==> src/rtl/rab_pkg.sv <==
// Shared types and constants for the RAB lookup controller.
package rab_pkg;

  typedef enum logic [1:0] {
    IDLE,
    LOOKUP,
    DONE
  } rab_lookup_state_e;

  // Bit positions inside err_cause.
  localparam int unsigned ERR_MISS  = 0;
  localparam int unsigned ERR_MULTI = 1;
  localparam int unsigned ERR_PROT  = 2;

endpackage

==> src/rtl/rab_rr_arbiter.sv <==
// Combinational round-robin picker: first request at or above rr_ptr, wrapping to port 0.
module rab_rr_arbiter #(
  parameter int unsigned N_PORTS = 2,
  localparam int unsigned IDW = (N_PORTS > 1) ? $clog2(N_PORTS) : 1
) (
  input  logic [N_PORTS-1:0] req,
  input  logic [IDW-1:0]     rr_ptr,
  output logic [N_PORTS-1:0] grant,
  output logic [IDW-1:0]     grant_id,
  output logic               any
);

  logic [31:0] rr_ext;
  assign rr_ext = 32'(rr_ptr);

  always_comb begin
    grant    = '0;
    grant_id = '0;
    any      = 1'b0;
    // Upper segment first; the second pass only matters when nothing at/above rr_ptr asked.
    for (int unsigned j = 0; j < N_PORTS; j++) begin
      if (!any && req[j] && (j >= rr_ext)) begin
        any      = 1'b1;
        grant[j] = 1'b1;
        grant_id = IDW'(j);
      end
    end
    for (int unsigned j = 0; j < N_PORTS; j++) begin
      if (!any && req[j]) begin
        any      = 1'b1;
        grant[j] = 1'b1;
        grant_id = IDW'(j);
      end
    end
  end

endmodule

==> src/rtl/rab_lookup_ctrl.sv <==
// Arbitrates N request ports onto the shared RAB lookup array, issues accept/drop and
// captures the first faulting translation in a sticky error register.
module rab_lookup_ctrl
  import rab_pkg::*;
#(
  parameter int unsigned N_PORTS    = 2,
  parameter int unsigned ADDR_W     = 32,
  parameter int unsigned LOOKUP_LAT = 2,
  localparam int unsigned IDW = (N_PORTS > 1) ? $clog2(N_PORTS) : 1
) (
  input  logic               s_axi_aclk,
  input  logic               s_axi_areset,
  input  logic [N_PORTS-1:0] port_addr_valid,
  input  logic [N_PORTS-1:0] port_sent,
  output logic [N_PORTS-1:0] grant,
  output logic [IDW-1:0]     grant_id,
  input  logic               no_hit,
  input  logic               multiple_hit,
  input  logic               no_prot,
  input  logic [ADDR_W-1:0]  out_addr,
  output logic [N_PORTS-1:0] port_accept,
  output logic [N_PORTS-1:0] port_drop,
  output logic               int_miss,
  output logic               int_multi,
  output logic               int_prot,
  output logic               err_valid,
  output logic               err_overflow,
  output logic [ADDR_W-1:0]  err_addr,
  output logic [IDW-1:0]     err_port,
  output logic [2:0]         err_cause,
  input  logic               err_clear
);

  localparam int unsigned CNTW = (LOOKUP_LAT > 1) ? $clog2(LOOKUP_LAT) : 1;

  rab_lookup_state_e  state_q, state_d;
  logic [CNTW-1:0]    cnt_q, cnt_d;
  logic [IDW-1:0]     rr_ptr_q, rr_ptr_d;
  logic [N_PORTS-1:0] grant_q, grant_d;
  logic [IDW-1:0]     grant_id_q, grant_id_d;
  logic [N_PORTS-1:0] accept_q, accept_d, drop_q, drop_d;
  logic               int_miss_q, int_miss_d, int_multi_q, int_multi_d, int_prot_q, int_prot_d;
  logic               err_valid_q, err_valid_d, err_overflow_q, err_overflow_d;
  logic [ADDR_W-1:0]  err_addr_q, err_addr_d;
  logic [IDW-1:0]     err_port_q, err_port_d;
  logic [2:0]         err_cause_q, err_cause_d;

  logic [N_PORTS-1:0] arb_grant;
  logic [IDW-1:0]     arb_id;
  logic               arb_any;
  logic               sample, fault;
  logic [2:0]         cause;

  rab_rr_arbiter #(
    .N_PORTS (N_PORTS)
  ) u_arb (
    .req      (port_addr_valid),
    .rr_ptr   (rr_ptr_q),
    .grant    (arb_grant),
    .grant_id (arb_id),
    .any      (arb_any)
  );

  always_comb begin
    cause            = '0;
    cause[ERR_MISS]  = no_hit;
    cause[ERR_MULTI] = multiple_hit;
    cause[ERR_PROT]  = ~no_prot;
    fault            = |cause;
  end

  always_comb begin
    state_d        = state_q;
    cnt_d          = cnt_q;
    rr_ptr_d       = rr_ptr_q;
    grant_d        = grant_q;
    grant_id_d     = grant_id_q;
    accept_d       = '0;
    drop_d         = '0;
    int_miss_d     = 1'b0;
    int_multi_d    = 1'b0;
    int_prot_d     = 1'b0;
    err_valid_d    = err_valid_q;
    err_overflow_d = err_overflow_q;
    err_addr_d     = err_addr_q;
    err_port_d     = err_port_q;
    err_cause_d    = err_cause_q;
    sample         = 1'b0;

    unique case (state_q)
      IDLE: begin
        if (arb_any) begin
          grant_d    = arb_grant;
          grant_id_d = arb_id;
          cnt_d      = CNTW'(LOOKUP_LAT - 1);
          state_d    = LOOKUP;
        end
      end
      LOOKUP: begin
        if (cnt_q == '0) begin
          sample  = 1'b1;
          state_d = DONE;
        end else begin
          cnt_d = cnt_q - 1'b1;
        end
      end
      DONE: begin
        // grant_q is one-hot, so this only reacts to the granted port.
        if (|(port_sent & grant_q)) begin
          state_d    = IDLE;
          grant_d    = '0;
          grant_id_d = '0;
          rr_ptr_d   = (grant_id_q == IDW'(N_PORTS - 1)) ? '0 : grant_id_q + 1'b1;
        end
      end
      default: state_d = IDLE;
    endcase

    if (sample) begin
      accept_d    = fault ? '0 : grant_q;
      drop_d      = fault ? grant_q : '0;
      int_miss_d  = cause[ERR_MISS];
      int_multi_d = cause[ERR_MULTI];
      int_prot_d  = cause[ERR_PROT];
    end

    // A fault arriving with err_clear wins over the clear and starts a fresh record.
    if (sample && fault && (!err_valid_q || err_clear)) begin
      err_valid_d    = 1'b1;
      err_overflow_d = 1'b0;
      err_addr_d     = out_addr;
      err_port_d     = grant_id_q;
      err_cause_d    = cause;
    end else if (sample && fault) begin
      err_overflow_d = 1'b1;
    end else if (err_clear) begin
      err_valid_d    = 1'b0;
      err_overflow_d = 1'b0;
    end
  end

  always_ff @(posedge s_axi_aclk or posedge s_axi_areset) begin
    if (s_axi_areset) begin
      state_q        <= IDLE;
      cnt_q          <= '0;
      rr_ptr_q       <= '0;
      grant_q        <= '0;
      grant_id_q     <= '0;
      accept_q       <= '0;
      drop_q         <= '0;
      int_miss_q     <= 1'b0;
      int_multi_q    <= 1'b0;
      int_prot_q     <= 1'b0;
      err_valid_q    <= 1'b0;
      err_overflow_q <= 1'b0;
      err_addr_q     <= '0;
      err_port_q     <= '0;
      err_cause_q    <= '0;
    end else begin
      state_q        <= state_d;
      cnt_q          <= cnt_d;
      rr_ptr_q       <= rr_ptr_d;
      grant_q        <= grant_d;
      grant_id_q     <= grant_id_d;
      accept_q       <= accept_d;
      drop_q         <= drop_d;
      int_miss_q     <= int_miss_d;
      int_multi_q    <= int_multi_d;
      int_prot_q     <= int_prot_d;
      err_valid_q    <= err_valid_d;
      err_overflow_q <= err_overflow_d;
      err_addr_q     <= err_addr_d;
      err_port_q     <= err_port_d;
      err_cause_q    <= err_cause_d;
    end
  end

  assign grant        = grant_q;
  assign grant_id     = grant_id_q;
  assign port_accept  = accept_q;
  assign port_drop    = drop_q;
  assign int_miss     = int_miss_q;
  assign int_multi    = int_multi_q;
  assign int_prot     = int_prot_q;
  assign err_valid    = err_valid_q;
  assign err_overflow = err_overflow_q;
  assign err_addr     = err_addr_q;
  assign err_port     = err_port_q;
  assign err_cause    = err_cause_q;

endmodule

==> config.mk <==
export PLATFORM = sky130hd
export DESIGN_NAME = rab_lookup_ctrl
export DESIGN_NICKNAME = d
export VERILOG_FILES = /design/src/rtl/rab_pkg.sv /design/src/rtl/rab_rr_arbiter.sv /design/src/rtl/rab_lookup_ctrl.sv
export SDC_FILE = /design/constraint.sdc
export NUM_CORES = 1
export LEC_CHECK = 0
export CORE_ASPECT_RATIO = 0.6
export CORE_UTILIZATION = 46
export DETAILED_ROUTE_END_ITERATION = 12
export HOLD_SLACK_MARGIN = 0.15
export PLACE_DENSITY_LB_ADDON = 0.2
export SLEW_MARGIN = 25
export SYNTH_ARGS = -nofsm -noshare
export SYNTH_HDL_FRONTEND = slang
export SYNTH_HIERARCHICAL = 1
export SYNTH_SLANG_ARGS = --single-unit
==> constraint.sdc <==
create_clock -name s_axi_aclk -period 4.32 [get_ports s_axi_aclk]
set_input_delay 0.648 -clock s_axi_aclk [delete_from_list [all_inputs] [get_ports s_axi_aclk]]
set_output_delay 0.648 -clock s_axi_aclk [all_outputs]
set_load 0.01 [all_outputs]
**After elaboration in Yosys (flattened, before gate mapping)**

Cells that the tools add are included.

- Register bits: 52
- Input port bits: 42
- Output and inout port bits: 48
- Logic and storage cells: 87

- $add $sub $neg: 2
- Magnitude comparators: 2
- Equal/unequal tests: 6
- Multiplexer cells: 36
- Bitwise operators: 2
- Reduce and logical (&&, ||, !) cells: 24

Operator list:

| kind | count |
|---|---|
| $mux 1 | 24 |
| $mux 2 | 8 |
| $logic_and 1x1->1 | 7 |
| $ne 2x2->1 const B | 3 |
| $pmux 2 s3 | 1 |
| $reduce_and 2->1 | 3 |
| $reduce_and 3->1 | 2 |
| $reduce_bool 2->1 | 3 |
| $logic_not 1->1 | 4 |
| $pmux 1 s2 | 2 |
| $pmux 2 s2 | 1 |
| $reduce_bool 3->1 | 1 |
| $reduce_or 3->1 | 1 |
| $and 2x2->2 | 1 |
| $eq 2x1->1 const B | 1 |
| $eq 2x2->1 const B | 1 |
| $ge 1x1->1 const A | 2 |
| $logic_not 2->1 | 1 |
| $ne 2x1->1 const B | 1 |
| $reduce_or 2->1 | 1 |
| $add 1x1->1 const B | 1 |
| $logic_or 1x1->1 | 1 |
| $not 1->1 | 1 |
| $sub 1x1->1 const B | 1 |

**Depth between registers and ports, before layout**

- Word-level depth: 15
- Mapped depth: 6
- Mapped depth without buffers: 4

**By module**

The synthesis kept the hierarchy.

Modules (own cells, without submodules):

| module | instances | cells each | area each (sq um) |
|---|---|---|---|
| rab_lookup_ctrl | 1 | 139 | 2135.8 |
| rab_rr_arbiter | 1 | 5 | 32.5 |

**Worst setup path before layout**

Ideal clock, no wire load.

- Kind: register -> register
- Start: register state_q[1]
- End: register err_addr_q[0], in the netlist err_addr[0]
- Data arrival time: 1.800 ns
- Data required time: 4.195 ns
- Path slack: 2.395 ns
- Cell stages (with the launch flop): 7
- Path buffers: 3
- Clock period less this slack: 1.925 ns
- Cell sequence: dfrtp_1 -> buf_6 -> or3b_1 -> buf_6 -> nor3_4 -> buf_6 -> mux2_4

- Longest elaborated chain between the ends: 4

Ends and longest elaborated chain:

| what | line | text |
|---|---|---|
| from (decl) | rab_lookup_ctrl.sv:36 | `rab_lookup_state_e state_q, state_d;` |
| from (signal assigned) | rab_lookup_ctrl.sv:160 | `state_q <= state_d;` |
| $eq 2x1->1 | rab_lookup_ctrl.sv:90 | `unique case (state_q)` |
| $mux 1 | rab_lookup_ctrl.sv:90 |  |
| $logic_and 1x1->1 (2 in series) | rab_lookup_ctrl.sv:128 | `if (sample && fault && (!err_valid_q \|\| err_clear)) begin` |
| to (signal assigned) | rab_lookup_ctrl.sv:172 | `err_addr_q <= err_addr_d;` |
| to (decl) | rab_lookup_ctrl.sv:44 | `logic [ADDR_W-1:0] err_addr_q, err_addr_d;` |

No other way between the ends.
A chain may end at the register's enable or synchronous reset.

**Worst setup path in the final report**

- Start: register state_q[1]
- End: register err_addr_q[3], in the netlist err_addr[3]

Same word-level chain as after synthesis.

==> results.yml <==
layout:
  nets: 278
  fin_util_pct: 74.3
  drive_above_1_share_pct: 19.0
  diodes: 0
  finalInstanceArea_mm2: 0.00320
  fillCellCount: 291
  multi_input_area_um2: 788
  ff_latch_area_mm2: 0.00130
  area_growth_pct: 47.5
  final_cells: 297
synth:
  ys_ff_latch: 52
  netlist_top_cells_area: "dfrtp_1 60%, mux2_4 21%, buf_6 2.6%"
  yosys.area_share.adder_pct: 0
  syn_nets: 186
  synth_xor_xnor_area_share_pct: 0
  avgSynthCellArea_um2: 15.1
  yosysUniqueCellTypes: 27
  synthTopCellsByCount: "52 x dfrtp_1, 30 x mux2_4, 6 x inv_1, 6 x nor2_1"
  synth_most_common_cell: "dfrtp_1"
  synth_top_area_cell: "dfrtp_1"
  ys_async_sr_fraction_pct: 100
  synth-compound-area-share_pct: 7.16
  synth_top_family_by_area: "multiplexers"
  ys.flop_type: "dfrtp_1"
  synth_edf_count: 0
  netlist_area_mm2: 0.00217
  synth_seq_area_share_pct: 60.0
  synthMuxAreaShare_pct: 22.3
  yosysTopAreaCellShare_pct: 60.0
  synth_warnings: 6
  synthSimpleGateAreaFrac_pct: 6.87
  synth_cells: 144
clock_tree:
  cts.sinks: 52
  cts_setup_buffers: 0
  clk_path_buf_depth: 2
  ctsHoldBuffers: 0
  cts_tree: "built"
  htree_levels: 2
  cts_root_buffer: "clkbuf_8"
  numCtsBuffers: 5
  cts_resized: 0
  clkSlewWorstSetupHoldPaths_ps: 90
  clkLatencyLatePin_ps: 300
hold_path:
  whs_path_depth: 1
  hold_class: "reg2reg"
die:
  rows: 18
  die_h_um: 55.2
  coreArea_mm2: 0.00430
  initial_core_util_pct: 50.4
  ios: 90
  die-width_um: 90.6
  die_area_mm2: 0.00500
grt:
  grt_max_degree: 53
  use_met3_pct: 5.33
  antenna_found_initial: 0
  grt_most_used_layer: "met2"
  grt.overflow.total: 0
  grt_use_met1_pct: 26.3
  track_usage_pct: 20.2
  grt_pass1_wl_um: 7470
  met2_usage_pct: 34.0
  first_global_vias: 1458
route:
  dr.pass1.iters: 5
  drt-initial-drc-count: 27
  drt_wl_total_um: 4840
  wl_per_cell_um: 16.3
  vias: 1504
  ant_nets: 0
  remaining_drc_errors: 0
  viasPerCell: 5.06
sta:
  fin_ws_ps: 1990
  fin_tns_setup_ps: 0
  max_freq_mhz: 429
  hold_slack_ps: 509
  finalHoldViolCount: 0
  finalMaxSlewViolations: 0
  max_slew_margin_pct: 42.3
  skew_ps: 8.85
  post-route-period-util_pct: 53.9
  tightest_slew_ps: 864
  fin_crit_ps: 2330
  setup_viol: 0
  rsz0062_at_grt: "false"
setup_path:
  r2r_cells: 4
  crit_start: "state_q[1]"
  cp.arrival_ps: 2530
  timing.rr.end: "err_addr[3]"
  startpoint_type: "register"
  endpoint_kind: "register"
  crit_fanout: 33
  crit_slowest_cell: "or3b_1"
  worstPathCellList: "or3b_1 -> nor3_4 -> buf_4 -> mux2_2"
  critPathMaxStageDelay_ps: 590
  r2r-start: "state_q[1]"
  critPathKind: "reg2reg"
  r2r_slack_ps: 1990
  cp-endpoint: "err_addr[3]"
  cp.required_ps: 4520
placement:
  place_ws_ps: 1810
  placed_cells: 289
  numPortBuffers: 89
  gp_congestion: 0.750
  dpl_cell_area_mm2: 0.00309
  hpwl_um: 3480
power:
  total_power_mw: 2.29
  ir_drop_mv: 0.531
  p_per_area_mw_per_mm2: 716
  p_leak_nw: 1.38
job:
  drv_cap: 0
outcome:
  status: "finished, final reports clean"
[power breakdown]
group / total, mW / internal (mW) / switching, mW
combinational: 1.11 / 0.710 / 0.400
clock: 0.328 / 0.171 / 0.157
sequential: 0.850 / 0.707 / 0.142
total: 2.29 / 1.59 / 0.700
[per-layer routing]
metal / vias up / part of all wire (%)
met5: - / 0
met2: 63 / 49
met3: 4 / 6.0
met4: 0 / 0.74
li1: 687 / -
met1: 750 / 44
[critical path, delay by kind of cell (launching register included)]
family	cells	cell delay, ps
AND/OR/NAND/NOR	2	810
buffers and inverters	1	500
flip-flops	1	490
multiplexers	1	400
[sequential cells by signal (all words and copies together) (netlist names)]
register / count
err_valid: 1
state_q: 2
cnt_q: 1
err_overflow: 1
port_drop: 2
rr_ptr_q: 1
grant: 2
int_prot: 1
err_addr: 32
int_multi: 1
port_accept: 2
err_port: 1
grant_id: 1
int_miss: 1
err_cause: 3
[cell families (layout without fill, tap and decap cells)]
logic type             after synthesis  in the layout
DFF                                 52             52
AOI/OAI and AO/OA                   23             23
and+or+nand+nor                     25             25
muxes                               33             33
buffers and inverters               11            104
[worst min path at each step]
stage / startpoint / end
5_1_grt: err_addr[5] / err_addr[5]
3_5_place_dp: err_cause[1] / err_cause[1]
3_3_place_gp: err_addr[2] / err_addr[2]
2_1_floorplan: rr_ptr_q / rr_ptr_q
4_1_cts: err_cause[1] / err_cause[1]
6_report: err_cause[1] / err_cause[1]
[placed cells by master (no fill, tap or decap), types with 2 or more instances in the layout]
cell type | netlist | layout
a21oi_1 | 5 | 5
nand3_1 | 2 | 2
mux2_4 | 30 | 30
o31ai_1 | 3 | 3
o22ai_1 | 3 | 3
nand2_1 | 3 | 3
and2_1 | 2 | 2
a22o_1 | 2 | 2
a21boi_1 | 3 | 3
nor3b_1 | 2 | 2
clkbuf_8 | 0 | 5
inv_1 | 6 | 5
clkdlybuf4s50_1 | 0 | 89
clkinv_2 | 0 | 2
o21ai_0 | 3 | 3
nor3_1 | 2 | 2
nor2_1 | 6 | 6
mux2_2 | 3 | 3
dfrtp_1 | 52 | 52
a2bb2oi_1 | 3 | 3
[cell type report]
| class | instances | share of cell area (%) |
|---|---|---|
| repair buffers | 90 | 28.1 |
| clock buffers | 5 | 2.15 |
| well taps | 60 | 2.35 |
| flip-flops and latches | 52 | 40.7 |
| multi-input cells | 81 | 24.6 |
| inverters | 6 | 0.743 |
| clock inverters | 3 | 1.33 |
(Power assumes the default switching activity.)
